<file path="src/rtl/regfile_pkg.sv">
// regfile_pkg: shared FSM state type and default geometry for regfile_param
package regfile_pkg;
  typedef enum logic {IDLE, CLEAR} rf_state_t;
  localparam int RF_WIDTH = 16;
  localparam int RF_DEPTH = 8;
endpackage

</file>
<file path="src/rtl/regfile_read_port.sv">
// regfile_read_port: one read port (readnum -> data_out), out-of-range reads 0, optional same-cycle write bypass
module regfile_read_port
  import regfile_pkg::*;
#(
  parameter int WIDTH = RF_WIDTH,
  parameter int DEPTH = RF_DEPTH,
  parameter bit BYPASS = 1'b1,
  parameter int AW = 3
) (
  input  logic [AW-1:0]    readnum,
  input  logic [WIDTH-1:0] regs [DEPTH],
  input  logic             wr_ok,
  input  logic [AW-1:0]    writenum,
  input  logic [WIDTH-1:0] data_in,
  output logic [WIDTH-1:0] data_out
);
  always_comb data_out = (BYPASS && wr_ok && readnum == writenum) ? data_in :
                         (32'(readnum) < DEPTH) ? regs[readnum] : '0;
endmodule

</file>
<file path="src/rtl/regfile_param.sv">
// regfile_param: WIDTHxDEPTH 2R/1W register file; clk/reset, write port (data_in/writenum/write), read ports A/B, clear_req sweep with busy
module regfile_param
  import regfile_pkg::*;
#(
  parameter int WIDTH = RF_WIDTH,
  parameter int DEPTH = RF_DEPTH,
  parameter bit BYPASS = 1'b1,
  localparam int AW = (DEPTH > 2) ? $clog2(DEPTH) : 1
) (
  input  logic             clk,
  input  logic             reset,
  input  logic [WIDTH-1:0] data_in,
  input  logic [AW-1:0]    writenum,
  input  logic             write,
  input  logic [AW-1:0]    readnum_a,
  input  logic [AW-1:0]    readnum_b,
  output logic [WIDTH-1:0] data_out_a,
  output logic [WIDTH-1:0] data_out_b,
  input  logic             clear_req,
  output logic             busy
);
  rf_state_t state, state_nxt;
  logic [AW-1:0] cnt;
  logic last, wr_ok;
  logic [WIDTH-1:0] regs [DEPTH];
  always_comb begin
    busy = state == CLEAR;
    last = 32'(cnt) == DEPTH - 1;
    wr_ok = write && !busy && 32'(writenum) < DEPTH;
    state_nxt = (state == IDLE) ? (clear_req ? CLEAR : IDLE) : (last ? IDLE : CLEAR);
  end
  always_ff @(posedge clk or posedge reset)
    if (reset) begin
      state <= IDLE;
      cnt <= '0;
    end else begin
      state <= state_nxt;
      cnt <= (busy && !last) ? cnt + AW'(1) : '0;
    end
  for (genvar i = 0; i < DEPTH; i++) begin : g_reg
    always_ff @(posedge clk or posedge reset)
      if (reset) regs[i] <= '0;
      else if (busy && 32'(cnt) == i) regs[i] <= '0;
      else if (wr_ok && 32'(writenum) == i) regs[i] <= data_in;
  end
  regfile_read_port #(.WIDTH(WIDTH), .DEPTH(DEPTH), .BYPASS(BYPASS), .AW(AW)) u_rd_a (
    .readnum(readnum_a), .regs(regs), .wr_ok(wr_ok), .writenum(writenum),
    .data_in(data_in), .data_out(data_out_a)
  );
  regfile_read_port #(.WIDTH(WIDTH), .DEPTH(DEPTH), .BYPASS(BYPASS), .AW(AW)) u_rd_b (
    .readnum(readnum_b), .regs(regs), .wr_ok(wr_ok), .writenum(writenum),
    .data_in(data_in), .data_out(data_out_b)
  );
endmodule
</file>
<file path="config.mk">
export PLATFORM = sky130hd
export DESIGN_NAME = regfile_param
export DESIGN_NICKNAME = d
export VERILOG_FILES = /design/src/rtl/regfile_pkg.sv /design/src/rtl/regfile_read_port.sv /design/src/rtl/regfile_param.sv
export SDC_FILE = /design/constraint.sdc
export NUM_CORES = 1
export LEC_CHECK = 0
export ABC_CLOCK_PERIOD_IN_PS = 4700
export CAP_MARGIN = 25
export CORE_MARGIN = 1
export CORE_UTILIZATION = 28
export DETAILED_ROUTE_END_ITERATION = 10
export DONT_BUFFER_PORTS = 1
export SETUP_SLACK_MARGIN = 0.3
export SLEW_MARGIN = 20
export SYNTH_ARGS = -nofsm -noshare
export SYNTH_HDL_FRONTEND = slang
export SYNTH_HIERARCHICAL = 1
export SYNTH_SLANG_ARGS = --single-unit
</file>
<file path="constraint.sdc">
create_clock -name clk -period 4.7 [get_ports clk]
set_clock_uncertainty 0.1 [all_clocks]
set_input_delay 1.175 -clock clk [delete_from_list [all_inputs] [get_ports clk]]
set_output_delay 1.175 -clock clk [all_outputs]
set_load 0.02 [all_outputs]
</file>
==> results of run 1 <==
how the worst max path moves through the flow:
| stage | startpoint | endpoint | slack, ns | cells past startpoint |
|---|---|---|---|---|
| floorplan | readnum_a[1] | data_out_a[0] | 0.83 | 5 |
| global placement | readnum_a[0] | data_out_a[2] | 0.90 | 4 |
| detailed placement | readnum_a[1] | data_out_a[2] | 0.89 | 4 |
| CTS | readnum_a[1] | data_out_a[2] | 0.88 | 4 |
| global route | readnum_a[0] | data_out_a[2] | 0.77 | 4 |
| finish | readnum_a[1] | data_out_a[2] | 0.86 | 4 |
power by group through the flow:
stage	Combinational (µW)	Sequential (µW)	Clock [µW]
final	1530	1790	1300
after floorplan	1250	1720	0
after global routing	1660	1840	1380
after CTS	1530	1780	1320
after detailed placement	1530	1800	0
after global placement	1490	1780	0
flip-flops by register name, summed over array words and instances, names as in the netlist:
name,cells
regs,128
cnt,3
busy,1
layer usage:
layer,global-route usage (%),wire length [µm],vias to the layer above
met5,0,13,-
met4,5.07,464,2
met3,3.09,776,26
met2,25.3,11200,121
met1,19.7,10000,2741
li1,-,-,2262
Yosys cell counts (2+ instances only):
| cell | instances | area share, % |
|---|---|---|
| buf_12 | 10 | 2.4 |
| buf_2 | 8 | 0.48 |
| buf_4 | 4 | 0.36 |
| buf_6 | 9 | 1.2 |
| clkbuf_1 | 12 | 0.54 |
| dfrtp_1 | 132 | 39 |
| ha_1 | 7 | 1.0 |
| inv_1 | 22 | 0.98 |
| mux2_2 | 40 | 5.4 |
| mux2_4 | 24 | 4.3 |
| mux2i_1 | 129 | 15 |
| mux4_1 | 50 | 16 |
| mux4_2 | 14 | 3.8 |
| nand2_1 | 131 | 5.9 |
| nand3_1 | 3 | 0.18 |
| nand3b_1 | 5 | 0.45 |
| nand4_2 | 2 | 0.30 |
| nor2_1 | 4 | 0.18 |
| nor3b_2 | 2 | 0.30 |
| xnor2_1 | 6 | 0.63 |
worst register-to-register path: stages, from the launching register on:
cell     delay, ns
dfrtp_1       0.41
inv_1         0.10
ha_1          0.18
nand3_1       0.78
nand2_1       0.32
mux2i_1       0.10
cells by family after synthesis:
group                    after synthesis
multiplexers                         257
XOR/XNOR                               6
buffers and inverters                 66
flip-flops                           132
adder cells (fa/ha/maj)                7
AND/OR/NAND/NOR                      155
cell type report:
class                      count  share of cell area (%)
clock buffer                  21                    5.05
clock inverter                11                    1.19
inverter                      22                   0.946
multi-input combinational    425                    50.2
sequential                   132                    36.2
tap                          384                    5.26
timing repair buffer          11                    1.17
through the flow:
step           utilization [%]  hold slack (ns)
2_1_floorplan                -            0.357
3_3_place_gp              29.3            0.384
3_5_place_dp              29.3            0.386
4_1_cts                   31.3            0.394
5_1_grt                   31.4            0.449
6_report                  31.4            0.398
==> metrics.cfg, run 1 <==
[route]
viasPerCell=5.12
routed_wirelength_um=22500
vias=5152
drtIter0Drc=514
drc=0
drtPass1Iterations=4
final_antenna_net_count=0
wl_per_cell_um=22.4

[finish]
drive_gt1_share_pct=20.9
area_growth_pct=8.83
final_cells=1006
seqCellArea_um2=3300
layout.nets=645
layout_common_cells=dfrtp_1 (132), nand2_1 (131), mux2i_1 (129)
nFillCells=2894
num_antenna_cells=0
multi_input_area_um2=4580
design_area_um2=9130
layout_commonest_cell=dfrtp_1

[clocking]
cts-root-buf=clkbuf_16
cts_buffers=17
htreeDepth=4
clkSinkCount=132
cts_hold_buf=0
cts_tree=yes
clk_pin_slew_worst_paths_ns=0.06
cts_resized=0
post_cts_buffers=0
ctsLongestPathBuffers=2
clkLatencyLatePin_ns=0.42

[sta]
setup_violations=0
rsz0062_at_grt=false
setup-tns-final_ns=0
worst_slew_pin_slew_ns=1.09
min_period_over_period_pct=81.8
timing.final.ws_setup_ns=0.858
min_period_ns=3.84
maxSlewViolCount=0
slew_headroom_pct=27.0
hold_viol=0
fmax_mhz=260

[global_route]
grt_pass1_vias=5323
track_usage_pct=15.2
overflow=0
grt_max_degree=133
grt_pass1_wl_um=34200
grt_antenna_before_repair=1

[worst_setup_path]
worstPathRequired_ns=3.42
cp_slowest_cell=nand4_2
cp-start-kind=input port
r2r-end=regs[59]$_DFFE_PP0P_
cp_max_fo=33
crit_arrival_ns=2.57
cp-end-kind=output pin
path_delay_family=simple AND/OR/NAND/NOR gates
timing.rr.start=cnt[0]$_DFF_PP0_
path_cells=xnor2_1, nand4_2, buf_4, mux2_4
slowest_delay_ns=0.41
rrSetupSlack_ns=2.60
crit_type=input port to output pin
path_buf_inv=1
rr_worst_depth=5

[pwr]
p_comb_share_pct=33.1
switching_share_pct=34.2
intPower_uw=3040
peakVddDrop_v=0.000259
power.share.clock_pct=28.2
p_leak_uw=0.00457
p_seq_share_pct=38.7
p_sw_uw=1580
finalPower_uw=4620
p_per_area_nw_per_um2=507

[yosys]
synth_flop_cell=dfrtp_1
synth_top_family_by_area=multiplexers
synth-simple-area-share_pct=8.31
synth_edf_count=0
ys_seq_area_share_pct=39.4
muxShareOfSynthArea_pct=44.5
syn_nets=659
ys_seq_elements=132
synth.cell_area_um2=8390
syn_area_per_cell_um2=13.5
async_flop_share_pct=100
synth_compound_area_share_pct=0
synth-adder-area-share_pct=1.04
yosysUniqueCellTypes=29
synthXorXnorAreaFrac_pct=0.627
syn_inst=623
ys_warn_count=6

[hold_path]
min_to=cnt[0]$_DFF_PP0_
worst_hold_startpoint=cnt[0]$_DFF_PP0_
whs_path_depth=1
hold_path.class=flop to flop

[die]
rows=62
dieArea_um2=30600
io_pins=62
core-area_um2=29100
die_h_um=175
start_util_pct=28.8
die_w_um=175

[placement]
place.gp.congestion=0.721
postPlaceCellArea_um2=8530
dp.cells=972
place_ws_ns=0.889
io_buffers=0
dp_hpwl_um=13500

[flow_run]
drv_cap=0

[status]
run_status=finished, final reports clean

(Power assumes the default switching activity.)
==> run 2: changes to the inputs <==
Settings changed: ABC_CLOCK_PERIOD_IN_PS 4700 to 3900.
Clock period 4.7 ns to 3.9 ns, I/O delays scaled along.
==> metrics.cfg, run 2 (synthesis gave the netlist of run 1 again) <==
[status]
run_status=finished, final reports clean

[sta]
fmax_mhz=309
rsz0062_at_grt=false
worst_slew_pin_slew_ns=1.09
slew_headroom_pct=27.0
maxSlewViolCount=0
min_period_ns=3.24
setup-tns-final_ns=0
min_period_over_period_pct=83.0
hold_viol=0
setup_violations=0

[route]
viasPerCell=5.04
drc=0
routed_wirelength_um=22400
drtIter0Drc=391
vias=5092
final_antenna_net_count=0
wl_per_cell_um=22.1
drtPass1Iterations=5

[worst_setup_path]
crit_arrival_ns=2.16
cp-start-kind=input port
cp-end-kind=output pin
worstPathRequired_ns=2.82
crit_type=input port to output pin
cp_max_fo=33

[die]
dieArea_um2=30600
core-area_um2=29100
io_pins=62
die_w_um=175
start_util_pct=28.8
die_h_um=175
rows=62

[finish]
layout.nets=649
seqCellArea_um2=3300
final_core_util_pct=31.7
nFillCells=2893
design_area_um2=9220
num_antenna_cells=0
layout_commonest_cell=dfrtp_1
area_growth_pct=9.91
layout_common_cells=dfrtp_1 (132), nand2_1 (131), mux2i_1 (129)
final_cells=1010
largest-register=regs
multi_input_area_um2=4580
drive_gt1_share_pct=21.7
largest_reg_flops=128

[placement]
io_buffers=0
dp.cells=976
postPlaceCellArea_um2=8560
place.gp.congestion=0.715
dp_hpwl_um=13500

[clocking]
ctsLongestPathBuffers=2
cts_resized=0
clkLatencyLatePin_ns=0.43
clkSinkCount=132
post_cts_buffers=0
cts_tree=yes
clk_pin_slew_worst_paths_ns=0.06
cts_hold_buf=0
htreeDepth=4
cts-root-buf=clkbuf_16
cts_buffers=17

[pwr]
peakVddDrop_v=0.000342
finalPower_uw=5730
p_per_area_nw_per_um2=622
p_leak_uw=0.00460

[flow_run]
drv_cap=0

[global_route]
grt_pass1_wl_um=33900
grt_pass1_vias=5396
grt_max_degree=133
track_usage_pct=15.1
overflow=0
grt_antenna_before_repair=0

[hold_path]
hold_path.class=flop to flop

-- run 2: worst max-delay path: stages --
cell	delay (ns)
mux4_1	0.57
mux2_2	0.30
mux2_4	0.30
-- run 2: power by group --
part	total (µW)	internal [µW]	switching, µW
logic	1850	883	966
registers	2160	1830	330
clock network	1720	1070	651
total	5730	3780	1950
-- run 2: through the flow --
stage | hold slack (ns) | setup WS [ns]
after floorplan | 0.357 | 0.431
after global placement | 0.388 | 0.686
after detailed placement | 0.398 | 0.673
after CTS | 0.406 | 0.671
after global routing | 0.430 | 0.657
final | 0.399 | 0.664
-- run 2: layout make-up --
cell class | count | area share [%]
multi-input combinational | 425 | 49.7
sequential | 132 | 35.8
clock inverter | 15 | 2.21
inverter | 22 | 0.937
timing repair buffer | 15 | 1.48
clock buffer | 17 | 4.62
tap | 384 | 5.21
-- run 2: final timing paths --
kind,from,to,slack (ns),depth (start not counted)
setup / recovery,readnum_a[0],data_out_a[8],0.66,3
hold / removal,cnt[0]$_DFF_PP0_,cnt[0]$_DFF_PP0_,0.40,1
setup reg to reg,busy$_DFF_PP0_,regs[59]$_DFFE_PP0P_,1.46,5
hold reg to reg,cnt[0]$_DFF_PP0_,cnt[0]$_DFF_PP0_,0.40,1
max in group asynchronous,reset,regs[91]$_DFFE_PP0P_,2.59,2
min in group asynchronous,reset,cnt[1]$_DFF_PP0_,0.49,2
-- run 2: routing by layer --
layer	wire length (µm)	global-route usage, %	vias to the layer above
li1	-	-	2271
met1	9810	19.4	2678
met2	11000	25.3	115
met3	984	2.59	28
met4	527	6.01	0
met5	0	0	-
==> RTL change, RTL diff (settings of run 1) <==
Register the output `data_out_a`, without a reset; this adds one clock of latency there. The other outputs are not delayed to match.
--- a/src/rtl/regfile_param.sv
+++ b/src/rtl/regfile_param.sv
@@ -20,4 +20,6 @@
   output logic             busy
 );
+
+  logic [WIDTH-1:0] data_out_a_d;
   rf_state_t state, state_nxt;
   logic [AW-1:0] cnt;
@@ -46,5 +48,5 @@
   regfile_read_port #(.WIDTH(WIDTH), .DEPTH(DEPTH), .BYPASS(BYPASS), .AW(AW)) u_rd_a (
     .readnum(readnum_a), .regs(regs), .wr_ok(wr_ok), .writenum(writenum),
-    .data_in(data_in), .data_out(data_out_a)
+    .data_in(data_in), .data_out(data_out_a_d)
   );
   regfile_read_port #(.WIDTH(WIDTH), .DEPTH(DEPTH), .BYPASS(BYPASS), .AW(AW)) u_rd_b (
@@ -52,3 +54,7 @@
     .data_in(data_in), .data_out(data_out_b)
   );
+  always_ff @(posedge clk) begin
+    data_out_a <= data_out_a_d;
+  end
+
 endmodule
Check against the original RTL: not equivalent (a bounded check fails within 4 cycles, from zero or initial values and one cycle with reset high).
==> RTL change against run 1 <==
  * Cell count is 2.8% higher
  * Wire length rose by 0.26%
  * Register-to-register slack lost 0.08 ns
  * Worst hold slack about the same
  * Setup slack improved by 0.23 ns
  * Power grew 8.9%
  * Via count is 0.83% higher
  * Sequential share of layout area increased by 1.7 points
  * Sequential cell count rose by 16
  * Cell area rose by 4.7%
  * Area after synthesis is 3.8% higher
  * Largest cell class unchanged
  * Largest power group unchanged
==> RTL change: results (changes against run 1) <==
qor: critical_path.crit-reg2reg-launch busy [was cnt[0]]
qor: placed_design.placement.cell_area 0.008904 mm2 [was 0.008531 mm2]
qor: critical_path.slowest_stage sky130_fd_sc_hd__mux4_1 [was sky130_fd_sc_hd__nand4_2]
qor: routing.route.detailed.wl_per_inst 21.81 um [was 22.36 um]
qor: synth.seq_area_frac_synth 41.64% [was 39.39%]
qor: routing.drt_pre_antenna_iters 5 [was 4]
qor: layout.num-nets-final 661 [was 645]
qor: sta.post-route-worst-setup-slack 1.087 ns [was 0.8575 ns]
qor: critical_path.ff2ff_setup_slack 2.52 ns [was 2.60 ns]
qor: placed_design.place.detailed.hpwl 13210 um [was 13480 um]
qor: critical_path.critPathArrivalTime 2.34 ns [was 2.57 ns]
qor: synth.syn_area_per_cell 13.62 um2 [was 13.46 um2]
qor: power.power.static_leakage 4.731 nW [was 4.573 nW]
qor: critical_path.worst_setup_path_endpoint data_out_b[6] [was data_out_a[2]]
qor: run_status.status finished, final reports clean [unchanged]
qor: routing.vias 5195 [was 5152]
qor: routing.detail_route.iter0.violations 370 [was 514]
qor: synth.synth_nets 675 [was 659]
qor: placed_design.globalplace.congestion 0.7187 [was 0.7211]
qor: layout.final_cells 1034 [was 1006]
qor: grt.grt_antenna_before_repair 0 [was 1]
qor: power.vdd.ir_drop.worst 0.1837 mV [was 0.2587 mV]
qor: grt.grt_util_all_layers 14.98% [was 15.22%]
qor: critical_path.critical_path.reg2reg.endpoint regs[82] [was regs[59]]
qor: synth.share_of_flip_flops_with_an_asynchronous_set_or_reset_after_synthesis 89.19% [was 100.0%]
qor: layout.postLayoutCellArea 0.009558 mm2 [was 0.009126 mm2]
-- RTL change: cell count changes after synthesis, sizes merged --
cell,change
dfxtp,+16
buf,-4
clkbuf,+4
and2b,+1
and3,-1
-- RTL change: kinds of logic (layout without fill, tap and decap cells) --
logic type	after synthesis	after routing	synth area share, %
fa+ha+maj	7	7	1.006
xor+xnor	6	6	0.6039
simple gates	155	155	8.037
flops	148	148	41.64
buf+inv	66	65	5.838
mux	257	257	42.88
-- RTL change: worst min path at each step --
| stage | end | slack [ns] | depth (start not counted) |
|---|---|---|---|
| finish | cnt[0] | 0.40 | 1 |
| global route | cnt[0] | 0.43 | 1 |
| CTS | cnt[0] | 0.40 | 1 |
| detailed placement | cnt[0] | 0.39 | 1 |
| global placement | cnt[0] | 0.38 | 1 |
| floorplan | cnt[0] | 0.36 | 1 |
-- RTL change: area by class of cell --
| cell class | count | area share, % |
|---|---|---|
| multi-input combinational | 425 | 47.95 |
| sequential | 148 | 37.91 |
| tap | 396 | 5.184 |
| clock buffer | 19 | 4.529 |
| clock inverter | 13 | 2.160 |
| timing repair buffer | 11 | 1.361 |
| inverter | 22 | 0.9033 |
-- RTL change: routing by layer --
metal	track usage [%]	vias to the layer above	share of wire, %
met5	0	-	0
met4	6.497	0	2.4
met3	3.858	31	6.3
met2	24.76	141	49
met1	18.41	2707	42
li1	-	2316	-
-- RTL change: power by group --
part           total (mW)  internal (mW)  switching (mW)  leakage, nW
Combinational        1.46          0.734           0.726         2.49
Sequential           2.06           1.71           0.356         1.93
Clock                1.51          0.942           0.570        0.307
Total                5.03           3.38            1.65         4.73
